[src/rtl/uart_pkg.sv]
// rtl/uart_pkg.sv - shared types and elaboration helpers for the UART receive path
package uart_pkg;

  typedef enum logic [1:0] {
    HUNT  = 2'd0,
    START = 2'd1,
    DATA  = 2'd2
  } sampler_state_t;

  localparam int MIN_SYNC_STAGES = 2;

  function automatic int mid_of(input int ovs);
    return ovs / 2;
  endfunction

  function automatic int win_lo(input int ovs, input int votes);
    return ovs / 2 - votes / 2;
  endfunction

  function automatic int win_hi(input int ovs, input int votes);
    return ovs / 2 + votes / 2;
  endfunction

  function automatic int cnt_width(input int ovs);
    return $clog2(ovs);
  endfunction

  function automatic int acc_width(input int votes);
    return $clog2(votes + 1);
  endfunction

  // The vote window must sit strictly inside the bit so the accumulator is
  // complete one phase before the wrap that consumes it.
  function automatic bit params_ok(input int ovs, input int votes, input int stages);
    return ((votes == 3) || (votes == 5)) &&
           (stages >= MIN_SYNC_STAGES) &&
           (win_lo(ovs, votes) >= 1) &&
           (win_hi(ovs, votes) <= ovs - 2);
  endfunction

endpackage

[src/rtl/uart_sync_chain.sv]
// rtl/uart_sync_chain.sv - multi-flop synchroniser for an asynchronous input
module uart_sync_chain #(
  parameter int   STAGES  = 2,
  parameter logic RST_VAL = 1'b1
) (
  input  logic clk,
  input  logic rst,
  input  logic d,
  output logic q
);

  logic [STAGES-1:0] chain;

  always_ff @(posedge clk) begin
    if (rst) begin
      chain <= {STAGES{RST_VAL}};
    end else begin
      chain <= {chain[STAGES-2:0], d};
    end
  end

  assign q = chain[STAGES-1];

endmodule

[src/rtl/uart_rx_bit_sampler.sv]
// rtl/uart_rx_bit_sampler.sv - start-edge aligned oversampling bit sampler with majority vote
module uart_rx_bit_sampler
  import uart_pkg::*;
#(
  parameter int OVS         = 8,
  parameter int VOTES       = 3,
  parameter int SYNC_STAGES = 2
) (
  input  logic clk,
  input  logic rst,
  input  logic en,
  input  logic rx_in,
  input  logic rx_resync,
  output logic start_det,
  output logic false_start,
  output logic bit_tick,
  output logic bit_val,
  output logic bit_noise
);

  localparam int CW = cnt_width(OVS);
  localparam int AW = acc_width(VOTES);
  localparam logic [CW-1:0] CNT_LAST = CW'(OVS - 1);
  localparam logic [CW-1:0] WIN_LO   = CW'(win_lo(OVS, VOTES));
  localparam logic [CW-1:0] WIN_HI   = CW'(win_hi(OVS, VOTES));
  localparam logic [AW-1:0] ACC_HALF = AW'(VOTES / 2);
  localparam logic [AW-1:0] ACC_ALL  = AW'(VOTES);

  if (!params_ok(OVS, VOTES, SYNC_STAGES)) begin : g_param_check
    $error("uart_rx_bit_sampler: illegal OVS/VOTES/SYNC_STAGES combination");
  end

  logic rx_s;
  logic rx_prev;

  uart_sync_chain #(
    .STAGES (SYNC_STAGES),
    .RST_VAL(1'b1)
  ) u_sync (
    .clk(clk),
    .rst(rst),
    .d  (rx_in),
    .q  (rx_s)
  );

  always_ff @(posedge clk) begin
    if (rst) begin
      rx_prev <= 1'b1;
    end else begin
      rx_prev <= rx_s;
    end
  end

  sampler_state_t  state, state_n;
  logic [CW-1:0]   cnt, cnt_n;
  logic [AW-1:0]   acc, acc_n;
  logic            start_n, false_n, tick_n, val_n, noise_n;
  logic            wrap, in_win, vote, noise;

  assign wrap   = (cnt == CNT_LAST);
  assign in_win = (cnt >= WIN_LO) && (cnt <= WIN_HI);
  assign vote   = (acc > ACC_HALF);
  assign noise  = (acc != '0) && (acc != ACC_ALL);

  always_comb begin
    state_n = state;
    cnt_n   = cnt;
    acc_n   = acc;
    start_n = 1'b0;
    false_n = 1'b0;
    tick_n  = 1'b0;
    val_n   = bit_val;
    noise_n = bit_noise;
    // A resync request is a one-cycle pulse, so it is honoured even while disabled.
    if (rx_resync) begin
      state_n = HUNT;
      cnt_n   = '0;
      acc_n   = '0;
    end else if (en) begin
      case (state)
        HUNT: begin
          cnt_n = '0;
          acc_n = '0;
          if (!rx_s && rx_prev) begin
            state_n = START;
            cnt_n   = CW'(1);
          end
        end
        START, DATA: begin
          cnt_n = wrap ? '0 : cnt + CW'(1);
          acc_n = wrap ? '0 : (in_win ? acc + AW'(rx_s) : acc);
          if (wrap) begin
            if (state == START) begin
              if (!vote) begin
                state_n = DATA;
                start_n = 1'b1;
              end else begin
                state_n = HUNT;
                false_n = 1'b1;
              end
            end else begin
              tick_n  = 1'b1;
              val_n   = vote;
              noise_n = noise;
            end
          end
        end
        default: begin
          state_n = HUNT;
          cnt_n   = '0;
          acc_n   = '0;
        end
      endcase
    end
  end

  always_ff @(posedge clk) begin
    if (rst) begin
      state       <= HUNT;
      cnt         <= '0;
      acc         <= '0;
      start_det   <= 1'b0;
      false_start <= 1'b0;
      bit_tick    <= 1'b0;
      bit_val     <= 1'b1;
      bit_noise   <= 1'b0;
    end else begin
      state       <= state_n;
      cnt         <= cnt_n;
      acc         <= acc_n;
      start_det   <= start_n;
      false_start <= false_n;
      bit_tick    <= tick_n;
      bit_val     <= val_n;
      bit_noise   <= noise_n;
    end
  end

endmodule

[config.mk]
export PLATFORM = sky130hd
export DESIGN_NAME = uart_rx_bit_sampler
export DESIGN_NICKNAME = d
export VERILOG_FILES = /design/src/rtl/uart_pkg.sv /design/src/rtl/uart_sync_chain.sv /design/src/rtl/uart_rx_bit_sampler.sv
export SDC_FILE = /design/constraint.sdc
export NUM_CORES = 1
export LEC_CHECK = 0
export ABC_AREA = 1
export ABC_CLOCK_PERIOD_IN_PS = 1600
export BUFFER_PORTS_ARGS = -buffer_cell sky130_fd_sc_hd__buf_2
export CAP_MARGIN = 30
export CORE_MARGIN = 8
export CORE_UTILIZATION = 45
export CTS_BUF_LIST = sky130_fd_sc_hd__clkbuf_4
export DETAILED_ROUTE_END_ITERATION = 7
export PLACE_DENSITY = 0.62
export SETUP_SLACK_MARGIN = 0.3
export SYNTH_ARGS = -nofsm -noshare
export SYNTH_HDL_FRONTEND = slang
export SYNTH_SLANG_ARGS = --single-unit
[constraint.sdc]
create_clock -name clk -period 1.6 [get_ports clk]
set_input_delay 0.08 -clock clk [delete_from_list [all_inputs] [get_ports clk]]
set_output_delay 0.08 -clock clk [all_outputs]
set_load 0.05 [all_outputs]
After elaboration in Yosys (flattened, before gate mapping)
Index checks and enable logic that the tools add are counted.
{ "word_totals": {"register_bits": 15, "input_bits": 5, "word_cells": 55, "out_inout_bits": 5} }
{ "op_classes": {"magnitude_cmp": 3, "add_sub_neg": 2, "n_reduce_logical": 13, "muxes": 14, "n_bitwise": 5, "n_eq_ne": 8} }
{ "op_table": {"columns": ["op", "count"], "rows": [
  ["2-to-1 mux 2 bit", 7],
  ["!= test 2 bit, second input constant", 4],
  ["one-hot mux 3 bit (2 select lines)", 1],
  ["OR reduction 6 bit", 1],
  ["NOT 1 bit", 5],
  ["AND reduction 5 bit", 1],
  ["OR reduction 5 bit", 1],
  ["2-to-1 mux 1 bit", 4],
  ["one-hot mux 2 bit (2 select lines)", 1],
  ["AND reduction 4 bit", 1],
  ["OR reduction 2 bit", 2],
  ["adder 3 x 1 -> 3 bit, second input constant", 1],
  ["equality test 3 bit, second input constant", 1],
  [">= comparator 3 x 2 -> 1 bit, second input constant", 1],
  ["less-or-equal comparator 3 bit, second input constant", 1],
  ["logical AND 1 bit", 3],
  ["2-to-1 mux 3 bit", 1],
  ["!= test 3 bit, second input constant", 1],
  ["adder 2 x 1 -> 2 bit", 1],
  ["equality test 2 x 1 -> 1 bit, second input constant", 1],
  ["equality test 2 bit, second input constant", 1],
  ["> comparator 2 x 1 -> 1 bit, second input constant", 1],
  ["zero test 2 bit", 1],
  ["AND reduction 2 bit", 1],
  ["2 further kinds", 2]
]} }

Logic depth before layout (Yosys ltp)
Gate-level depths: netlist (run 1).
{ "logic_depth": {"depth_word": 5, "mapped_depth": 9, "depth_no_buf": 9} }

Modules after synthesis
Synthesis (run 1) repeated with hierarchy kept, for this count alone.
{ "hier_totals": {"cells_unflattened": 106, "area_unflattened_um2": 770.7} }
{ "modules_own_cells": {"columns": ["mod", "cells_per_inst", "area_each_um2", "n_inst"], "rows": [
  ["uart_rx_bit_sampler", 99, 711.9, 1],
  ["uart_sync_chain", 7, 58.8, 1]
]} }

Least setup slack after synthesis (run 1)
Ideal clock, no wire load.
{ "synth_path": {"path_type": "register -> register", "start": "reg state[0]", "end": "reg bit_val", "setup_slack_ns": 0.258, "stages_incl_launch_ff": 8, "period_less_slack_ns": 1.342, "path_buffers": 0, "arrival_ns": 1.221, "cell_sequence": "dfxtp_1 inv_1 ha_1 nand2_1 nor3_4 inv_2 nand2_1 nand3_1"} }
{ "synth_via": {"elab_chain_cells": 3, "word_cells_on_any_way": 5, "classes_between": "eq/ne (2); bitwise (1); reduce/logical (2)"} }
{ "synth_lines": {"columns": ["item", "line", "text"], "rows": [
  ["from (decl)", "uart_rx_bit_sampler.sv:54", "sampler_state_t state, state_n;"],
  ["from (signal assigned)", "uart_rx_bit_sampler.sv:128", "state <= state_n;"],
  ["equality test 2 x 1 -> 1 bit / equality test 2 bit (equally long branches)", "uart_rx_bit_sampler.sv:80, uart_rx_bit_sampler.sv:93", null],
  ["OR reduction 2 bit / NOT 1 bit (equally long branches)", null, null],
  ["AND reduction 5 bit (no source line) *", null, null],
  ["to (signal assigned)", "uart_rx_bit_sampler.sv:134", "bit_val <= val_n;"],
  ["to (decl)", "uart_rx_bit_sampler.sv:17", "output logic bit_val,"]
]} }
Every way passes the cells marked *; elsewhere a longest branch is shown, timed or not.
A chain may end at the register's enable or synchronous reset.

Worst setup path in the final report (run 1)
{ "layout_path": {"start": "reg state[1]", "end": "reg state[1]"} }
{ "layout_via": {"elab_chain_cells": 4, "word_cells_on_any_way": 9, "classes_between": "eq/ne (5); mux (1); reduce/logical (3)"} }
{ "layout_lines": {"columns": ["item", "line", "text"], "rows": [
  ["equality test 2 x 1 -> 1 bit / equality test 2 bit (equally long branches)", "uart_rx_bit_sampler.sv:80, uart_rx_bit_sampler.sv:93", null],
  ["OR reduction 2 bit", "uart_rx_bit_sampler.sv:80", "case (state)"],
  ["!= test 2 bit (no source line)", null, null],
  ["AND reduction 4 bit (no source line)", null, null]
]} }
Several ways; a longest one is shown, not always the timed one.

==> results.md, run 1 <==
- Rows: 15
- Clock network power share: 0.322
- Comb pwr share: 0.113
- Most common cell in the netlist: nand2_1
- Post-Synth XOR/XNOR Area: 0
- Final Net Count: about 140
- Worst Clk Skew: 0.001464 ns
- PD cells: 674.3 nW/µm²
- Clock Latency Late Sink: between 0.2 and 0.3 ns
- Share of layout cells above drive strength 1: 0.3525
- CP Launch Type: flop
- Vias in the first global route: 622
- Worst Path Arrival: 1.43 ns
- Peak VDD IR: 596.2 µV
- Post-route ant nets: 0
- DR vias: 664
- Largest family of logic cells by synthesized area: simple AND/OR/NAND/NOR gates
- Post-Synthesis Cells: 103
- Compound-Gate Fraction of Synth Area: 0.03877
- Final Max Tran Viols: 0
- Reg power frac: 0.565
- Buf/Inv on CP: 2
- Post-DP HPWL: 1126 µm
- Synth async-reset ratio: 0
- Detailed-route wire length: 1558 µm
- Crit Path Class: flop to flop
- Drt wl/cell: around 11 µm
- Clock slew at reported path FFs: 0.09 ns
- Clock Path Buffers: 2
- GRT Util Overall: 0.09694
- Post-synth EDFFs: 0
- Adder-Cell Fraction of Synth Area: 0.1616
- Ys flop type: dfxtp_1
- Top cell type's share of synthesized area: 0.3877
- FF+latch count, synth: 15
- CP delay by family, top: simple AND/OR/NAND/NOR gates
- Total power draw: 675.0 µW
- Area Growth Syn to Fin: 29.24%
- Die Wd: approximately 57 µm
- DR iter-0 viols: 19
- Antenna cells: 0
- Worst rel slew slack: 0.8207
- Net Sw Power: between 150 and 200 µW
- Sequential fraction of the synthesis area: 0.3877
- CP max-delay cell: dfxtp_2
- Max cap viols: 0
- Vias per inst: 4.777
- Cell Chain, Critical Path: inv_4, ha_4, inv_4, nor2_4, nor2_4, nand2_2, nand2_1, nand2_1, nor2_2
- Most common library cells after synthesis: nand2_1 (29), inv_1 (16), dfxtp_1 (15), ha_1 (10), nand3_1 (9)
- Post-synthesis cell area: 774.5 µm²
- CTS root buf: clkbuf_4
- Warnings, synthesis: 0
- CTS Buf Count: 3
- TritonCTS clock tree: built
- Required @ worst endpoint: 1.78 ns
- I/O pins: 10
- Post-synthesis cell type count: 15
- Post-synthesis simple-gate area fraction: 0.3296
- First-pass GRT wire length: 2484 µm
- Synth top area cells: dfxtp_1 (39%), ha_1 (16%), nand2_1 (14%)
- Fin crit period: 1.248 ns
- Pin count of the biggest net entering global routing: 10
- Setup TNS Final: 0 ns
- Worst Tran Pin Value: about 0.27 ns
- Mapped Nets: 118
- Initial antenna violation count: 0
- Core area: 1670 µm²
- Sink Count: 15
- RD Place Congestion: 0.8488
- Int Power: ~500 µW
- Die area: roughly 3300 µm²
- Crit end category: flop
- Hold Path Class: primary input to flop
- Max incr delay on CP: 0.36 ns
- Crit-path max FO: 6
- RSZ-0062 raised after global routing: true
- H-Tree Depth: 1
- Port Buffer Count: 9
- Total gr overflow: 0
- DR DRC count: 0
- Yosys top cell by area: dfxtp_1
- Switching Fraction: 0.2543
- Avg Inst Size Synth: 7.519 µm²
- Mux cell area share after synthesis: 0
- Final period util: 0.7800
- Leakage power: 0.0004369 µW
- Final setup violation count: 0
- Fmax: 0.8013 GHz
- Initial Util: 0.4637
- Status: complete, no violations
- Die Y: 57.49 µm
- Final Hold Viols: 0
- Drt first pass iters: 4
per-stage QoR:
| step | hold slack, ns | utilization | cells | setup WS, ns | instance area, µm² |
|---|---|---|---|---|---|
| finish | 0.09537 | 0.5993 | 139 | 0.3521 | 1001 |
| global route | 0.1119 | 0.5993 | 139 | 0.2725 | 1001 |
| CTS | 0.09494 | 0.5588 | 138 | 0.3108 | 933.4 |
| detailed placement | 0.2658 | 0.5109 | 129 | 0.2138 | 853.3 |
| global placement | 0.2646 | 0.5109 | 129 | 0.2462 | 853.3 |
| floorplan | 0.1511 | - | 103 | 0.3251 | 787.0 |
final timing paths:
kind | from | end | slack, ns | depth (start not counted)
setup / recovery | state[1] | state[1] | 0.35 | 9
hold / removal | rx_resync | acc[1] | 0.1 | 4
setup reg to reg | state[1] | state[1] | 0.35 | 9
hold reg to reg | u_sync.chain[0] | u_sync.chain[1] | 0.41 | 1
state kept, by name, summed over array words and instances, names as in the netlist:
| register | cells |
|---|---|
| rx_prev | 1 |
| bit_noise | 1 |
| cnt | 3 |
| bit_val | 1 |
| bit_tick | 1 |
| u_sync.chain | 2 |
| acc | 2 |
| false_start | 1 |
| start_det | 1 |
| state | 2 |
layout make-up:
cell class / count / area [µm²]
Multi-Input combinational cell: 71 / 480.5
Tap cell: 17 / 21.27
Fill cell: 151 / 669.4
Timing Repair Buffer: 15 / 95.09
Clock buffer: 3 / 22.52
Sequential cell: 15 / 307.8
Clock inverter: 1 / 5.005
Inverter: 17 / 68.82
power by group through the flow:
stage               combinational [µW]  clock, µW  sequential, µW
CTS                               68.1        227             382
floorplan                         43.2          0             390
detailed placement                59.9          0             391
global route                      85.3        241             382
finish                            76.3        217             382
global placement                  59.9          0             391
repair_timing:
item | CTS | global route
gates resized for setup | 7 | 16
endpoints found under the setup margin | 7 | 8
pin swaps | 2 | 6
setup buffers | 3 | 1
hold endpoints to repair | 2 | 0
hold buffers | 2 | 0
per-layer routing:
| layer | GRT usage | vias up | wire, µm |
|---|---|---|---|
| met3 | 0.02466 | 5 | 51 |
| met5 | 0 | - | 0 |
| li1 | - | 355 | - |
| met4 | 0.06429 | 0 | 38 |
| met1 | 0.1061 | 295 | 734 |
| met2 | 0.1608 | 9 | 732 |
logic make-up (layout without fill, tap and decap cells):
logic type,after synthesis,count (layout)
simple gates,55,55
buf+inv,17,36
flops,15,15
fa+ha+maj,10,10
compound gates,6,6
cell usage in the layout, fill, tap and decap left out:
cell type / synthesis / routed
nand2_1: 29 / 25
inv_1: 16 / 13
dfxtp_1: 15 / 11
buf_2: 0 / 9
nor2_1: 8 / 8
nand3_1: 9 / 8
nand2_2: 1 / 5
a21oi_1: 5 / 5
ha_1: 10 / 5
buf_4: 0 / 4
ha_4: 0 / 3
clkbuf_4: 0 / 3
dfxtp_2: 0 / 3
inv_2: 1 / 2
inv_4: 0 / 2
nor2_4: 1 / 2
nor2_2: 3 / 2
or2_2: 2 / 2
ha_2: 0 / 2
dlygate4sd3_1: 0 / 2
nand3_4: 0 / 1
nand4_1: 1 / 1
nor3_4: 1 / 1
o21ai_0: 1 / 1
clkinv_2: 0 / 1
dfxtp_4: 0 / 1
tightest hold or removal path, delay by kind of cell:
family | cells | cell delay [ns]
AND/OR/NAND/NOR | 3 | 0.17
buffers and inverters | 1 | 0.09
Note: power is estimated with default switching activity, not from simulation.
==> run 2: changes to the inputs <==
Settings changed: ABC_CLOCK_PERIOD_IN_PS 1600 to 1260.
Clock period 1.6 ns to 1.26 ns, I/O delays scaled along.
==> results.md, run 2 (synthesized netlist as in run 1, its figures left out) <==
- R2R depth: 9 (unchanged)
- Dpl cells: 133 (+3.1%)
- Vias per inst: 4.692 (-1.8%)
- Crit Path Class: flop to flop
- TritonCTS clock tree: built
- First-pass GRT wire length: 2601 µm (+4.7%)
- Critical path depth: 9 (unchanged)
- Status: complete, no violations
- Leakage power: 0.0004802 µW (+9.9%)
- DR DRC count: 0 (unchanged)
- Finished Layout Cells: 143 (+2.9%)
- Worst Path Arrival: 1.42 ns (about the same)
- Most common cell after layout, fill and taps aside: nand2_1
- Vias in the first global route: 647 (+4.0%)
- Buf/Inv on CP: 2 (unchanged)
- CP max-delay cell: dfxtp_2
- Drt wl/cell: 10.87 µm (-3.0%)
- Share of layout cells above drive strength 1: 0.3889 (+0.03643)
- Rows: 15 (unchanged)
- Finished Cell Area: 1067 µm² (+6.6%)
- I/O pins: 10 (unchanged)
- Post-route ant nets: 0 (unchanged)
- Die area: 3305 µm² (unchanged)
- Fmax: 0.8049 GHz (+0.45%)
- Crit end category: flop
- Final Max Tran Viols: 0 (unchanged)
- Final Hold Viols: 0 (unchanged)
- Worst Clk Skew: 0.003962 ns (+0.002498 ns)
- Post-DP HPWL: 1192 µm (+5.9%)
- DR vias: 671 (+1.1%)
- H-Tree Depth: 1 (unchanged)
- Detailed-route wire length: 1555 µm (-0.19%)
- Hold Path Class: primary input to flop
- Cell Chain, Critical Path: inv_2, ha_4, inv_2, nor2_4, nor2_4, nand2_2, nand2_1, nand2_1, nor2_2
- RSZ-0062 raised after global routing: true
- Hold Path Depth: 2 (-2)
- CP delay by family, top: simple AND/OR/NAND/NOR gates
- Total gr overflow: 0 (unchanged)
- Peak VDD IR: 609.3 µV (+2.2%)
- Clock slew at reported path FFs: 0.09 ns (about the same)
- GRT Util Overall: 0.09954 (+0.002607)
- Worst rel slew slack: 0.8004 (-0.02032)
- CP Launch Type: flop
- Die Y: 57.49 µm (unchanged)
- Reg with most FFs: cnt
- Initial Util: 0.4637 (unchanged)
- Drt first pass iters: 4 (unchanged)
- Clock Latency Late Sink: 0.28 ns (about the same)
- Most frequent cells in the layout: nand2_1 (26), inv_1 (13), dfxtp_1 (9), buf_4 (9)
- Area Growth Syn to Fin: 37.80%
- RD Place Congestion: 0.8341 (-1.7%)
- Fin crit period: 1.242 ns (-0.005633 ns)
- Port Buffer Count: 9 (unchanged)
- Die Wd: 57.49 µm (unchanged)
- Max FFs per register: 3 (unchanged)
- Pin count of the biggest net entering global routing: 10 (unchanged)
- PD cells: 808.6 nW/µm² (+20%)
- Placed cell area: 933.4 µm² (+9.4%)
- Clock Path Buffers: 2 (unchanged)
- Final Net Count: 142 (+2.9%)
- Core area: 1670 µm² (unchanged)
- CTS Buf Count: 3 (unchanged)
- Max incr delay on CP: 0.34 ns (-0.02 ns)
- Final setup violation count: 0 (unchanged)
- DR iter-0 viols: 3 (-16)
- Crit-path max FO: 5 (-1)
- Sink Count: 15 (unchanged)
- Required @ worst endpoint: 1.44 ns (-0.34 ns)
- Worst Tran Pin Value: 0.2983 ns (+0.03036 ns)
- Max cap viols: 0 (unchanged)
- Antenna cells: 0 (unchanged)
- Final period util: 0.9860 (+0.2060)
- CTS root buf: clkbuf_4
- Initial antenna violation count: 0 (unchanged)
-- run 2: area by class of cell --
cell class | instances | area, µm²
Fill cell | 145 | 603.1
Inverter | 17 | 63.81
Clock buffer | 3 | 22.52
Multi-Input combinational cell | 71 | 511.7
Timing Repair Buffer | 19 | 130.1
Clock inverter | 1 | 5.005
Tap cell | 17 | 21.27
Sequential cell | 15 | 312.8
-- run 2: repair_timing --
action                                  in CTS  in global routing
gates resized for setup                     10                  7
endpoints found under the setup margin      12                 14
setup buffers                                4                  0
pin swaps                                    8                  5
endpoints found under the hold margin        2                  0
hold buffers                                 2                  0
-- run 2: worst paths after layout --
| check | from | to | slack, ns |
|---|---|---|---|
| max | state[0] | state[1] | 0.02 |
| min reg2reg | u_sync.chain[0] | u_sync.chain[1] | 0.42 |
| max reg2reg | state[0] | state[1] | 0.02 |
| min | rst | u_sync.chain[1] | 0.03 |
-- run 2: per-stage QoR --
step / util / worst slack (ns) / power [µW] / hold slack (ns) / TNS (ns)
floorplan: - / 0.03878 / 554.0 / 0.1341 / 0
global placement: 0.5588 / 0.04338 / 581.4 / 0.2473 / 0
detailed placement: 0.5588 / 0.008846 / 582.7 / 0.2544 / 0
CTS: 0.6232 / 0.005365 / 879.0 / 0.02119 / 0
global route: 0.6390 / -0.05945 / 909.8 / 0.03176 / -0.2263
finish: 0.6390 / 0.01768 / 863.0 / 0.02734 / 0
-- run 2: where the power goes --
group,internal (µW),switching [µW]
clock,118,159
sequential,477,4.55
combinational,45.8,58.6
-- run 2: metal layers --
metal	vias to the layer above	GRT usage	share of wire
met3	4	0.02691	0.031
met1	294	0.1159	0.49
met2	7	0.1576	0.46
li1	366	-	-
met5	-	0	0
met4	0	0.06071	0.016
==> run 3: changes to the inputs <==
Settings changed: SYNTH_HIERARCHICAL set to 1.
==> results.md, run 3 <==
- Vias in the first global route: 699 (+8.0%)
- Reg power frac: 0.553 (-0.005)
- Post-synthesis cell type count: 11 (-4)
- Net Sw Power: 235.4 µW (+6.0%)
- Area Growth Syn to Fin: 38.64%
- Synth top area cells: dfxtp_1 (39%), ha_1 (16%), nand2_1 (14%)
- Worst rel slew slack: 0.8197 (+0.01928)
- FF+latch count, synth: 15 (unchanged)
- Final Hold Viols: 0 (unchanged)
- Top cell type's share of synthesized area: 0.3896 (+0.001888)
- Comb pwr share: 0.118 (-0.003)
- RD Place Congestion: 0.7900 (-5.3%)
- Switching Fraction: 0.2679 (+0.01060)
- Hold path start: rst
- PnR worst setup slack: -0.01192 ns (-0.02960 ns)
- Fin crit period: 1.272 ns (+0.02960 ns)
- Die Wd: 57.39 µm (-0.17%)
- Ys flop type: dfxtp_1
- Hold EP: rx_prev
- Post-Synthesis Cells: 106 (+2.9%)
- Post-synth EDFFs: 0 (unchanged)
- Most common library cells after synthesis: nand2_1 (29), inv_1 (20), dfxtp_1 (15), ha_1 (10), nand3_1 (10)
- Max cap viols: 0 (unchanged)
- Synth async-reset ratio: 0 (unchanged)
- Register Area: 306.5 µm² (-2.0%)
- DR DRC count: 0 (unchanged)
- Multi-input logic area: 490.5 µm² (-4.2%)
- RSZ-0062 raised after global routing: true
- PD cells: 822.3 nW/µm² (+1.7%)
- Min Hold Slack: 0.02953 ns (+0.002184 ns)
- Pin count of the biggest net entering global routing: 10 (unchanged)
- Sequential fraction of the synthesis area: 0.3896 (+0.001888)
- Largest family of logic cells by synthesized area: simple AND/OR/NAND/NOR gates
- Initial antenna violation count: 0 (unchanged)
- Max FFs per register: 3 (unchanged)
- Mux cell area share after synthesis: 0 (unchanged)
- DR iter-0 viols: 16 (+13)
- Layout fillers: 128 (-12%)
- GRT Util Overall: 0.1091 (+0.009589)
- Mapped Nets: 121 (+2.5%)
- Detailed-route wire length: 1702 µm (+9.5%)
- Placed cell area: 893.4 µm² (-4.3%)
- Most frequent cells in the layout: nand2_1 (27), inv_1 (16), buf_4 (11)
- Crit end category: flop
- Final Max Tran Viols: 0 (unchanged)
- Initial Util: 0.4614 (-0.002247)
- Clock Latency Late Sink: 0.29 ns (about the same)
- Final period util: 1.009 (+0.02349)
- Most common cell after layout, fill and taps aside: nand2_1
- Finished Layout Cells: 147 (+2.8%)
- Vias per inst: 4.823 (+2.8%)
- Required @ worst endpoint: 1.44 ns (about the same)
- Crit-path max FO: 6 (+1)
- Rows: 15 (unchanged)
- CTS Buf Count: 3 (unchanged)
- Post-Synth XOR/XNOR Area: 0 (unchanged)
- Share of layout cells above drive strength 1: 0.3615 (-0.02735)
- Drt first pass iters: 4 (unchanged)
- Die Y: 57.39 µm (-0.17%)
- Worst R2R Start: state[0]
- Failing checks: setup timing
- Adder-Cell Fraction of Synth Area: 0.1623 (+0.0007868)
- Reg2reg end: state[1]
- Worst Clk Skew: 0.0009615 ns (-0.003001 ns)
- First-pass GRT wire length: 2815 µm (+8.2%)
- Post-DP HPWL: 1246 µm (+4.5%)
- Final setup violation count: 1 (+1)
- Leakage power: 0.0004910 µW (+2.2%)
- Status: finished, violations left
- Final Net Count: 146 (+2.8%)
- Port Buffer Count: 9 (unchanged)
- Core Util, Final: 0.6397 (+0.0007490)
- Most common cell in the netlist: nand2_1
- Compound-Gate Fraction of Synth Area: 0.04545 (+0.006682)
- DR vias: 709 (+5.7%)
- Total gr overflow: 0 (unchanged)
- Clock Path Buffers: 2 (unchanged)
- Finished Cell Area: 1069 µm² (+0.12%)
- Peak VDD IR: 507.7 µV (-17%)
- Worst Tran Pin Value: 0.2695 ns (-0.02882 ns)
- Drt wl/cell: 11.58 µm (+6.5%)
- Hold Path Depth: 3 (+1)
- Clock slew at reported path FFs: 0.10 ns (about the same)
- Yosys top cell by area: dfxtp_1
- I/O pins: 10 (unchanged)
- Core area: 1670 µm² (unchanged)
- Reg2reg setup slack: -0.01 ns (-0.03 ns)
- Sink Count: 15 (unchanged)
- Post-synthesis cell area: 770.7 µm² (-0.48%)
- Reg with most FFs: cnt
- Int Power: 643.2 µW (+0.35%)
- CP Launch Type: flop
- H-Tree Depth: 1 (unchanged)
- Dpl cells: 136 (+2.3%)
- Crit Path Class: flop to flop
- Avg Inst Size Synth: 7.271 µm² (-3.3%)
- Fmax: 0.7862 GHz (-2.3%)
- Total power draw: 878.6 µW (+1.8%)
- Antenna cells: 0 (unchanged)
- Clock network power share: 0.329 (+0.008)
- Post-synthesis simple-gate area fraction: 0.2906 (-0.03898)
- Worst Path Arrival: 1.46 ns (+0.04 ns)
- Post-route ant nets: 0 (unchanged)
- Die area: 3293 µm² (-0.35%)
- Hold Path Class: primary input to flop
- Warnings, synthesis: 6 (+6)
- TritonCTS clock tree: built
- CTS root buf: clkbuf_4
- R2R depth: 9 (unchanged)
==> run 3: worst max-delay path, stage by stage (launching register included) <==
cell	delay [ns]
dfxtp_2	0.35
inv_2	0.05
ha_4	0.30
inv_4	0.04
nor2_4	0.15
nor2_4	0.05
nand2_2	0.07
nand2_1	0.05
nand2_1	0.07
nor2_1	0.04
==> run 3: power groups by stage <==
stage	logic (µW)	clock network, µW	registers (µW)
floorplan	57.5	0	496
global placement	81.3	0	497
detailed placement	82.2	0	497
CTS	97.3	287	486
global route	115	308	487
finish	104	289	486
==> run 3: how the worst max path moves through the flow <==
| stage | endpoint | start | depth (start not counted) | slack, ns |
|---|---|---|---|---|
| after detailed placement | state[1] | state[0] | 9 | -0.03 |
| after floorplan | state[1] | state[0] | 10 | -0.009 |
| after global routing | state[1] | state[0] | 9 | -0.08 |
| final | state[1] | state[0] | 9 | -0.01 |
| after CTS | state[1] | state[0] | 9 | 0.03 |
| after global placement | state[1] | state[0] | 9 | -0.02 |
==> run 3: per-layer routing <==
metal | GRT usage | part of all wire | vias up | wire (µm)
li1 | - | - | 378 | -
met1 | 0.1070 | 0.44 | 318 | 753
met2 | 0.2074 | 0.51 | 9 | 863
met3 | 0.03139 | 0.037 | 4 | 63
met4 | 0.04286 | 0.013 | 0 | 22
met5 | 0 | 0 | - | 0
==> run 3: layout make-up <==
type	instances	share of cell area
timing repair buffer	21	0.1358
inverter	20	0.07260
sequential	15	0.2869
clock inverter	1	0.004684
tap	17	0.01991
multi-input combinational	70	0.4590
clock buffer	3	0.02108
==> run 3: timing repair <==
item / in CTS / in global routing
resized for setup: 18 / 4
setup endpoints to repair: 13 / 13
hold buffers: 2 / 0
pin swaps: 18 / 10
endpoints found under the hold margin: 3 / 0
buffers inserted: 4 / 1
cloned: 0 / 0
==> run 3: through the flow <==
stage                TNS [ns]  setup slack, ns
floorplan           -0.008717        -0.008717
global placement     -0.01794         -0.01794
detailed placement   -0.02511         -0.02511
CTS                         0          0.02961
global route          -0.2808         -0.08258
finish               -0.01192         -0.01192
==> run 3: logic make-up (layout without fill, tap and decap cells) <==
| group | count (synthesis) | after routing |
|---|---|---|
| DFF | 15 | 15 |
| adders and majority gates | 10 | 10 |
| and+or+nand+nor | 53 | 53 |
| AOI/OAI and AO/OA | 7 | 7 |
| buffers and inverters | 21 | 45 |
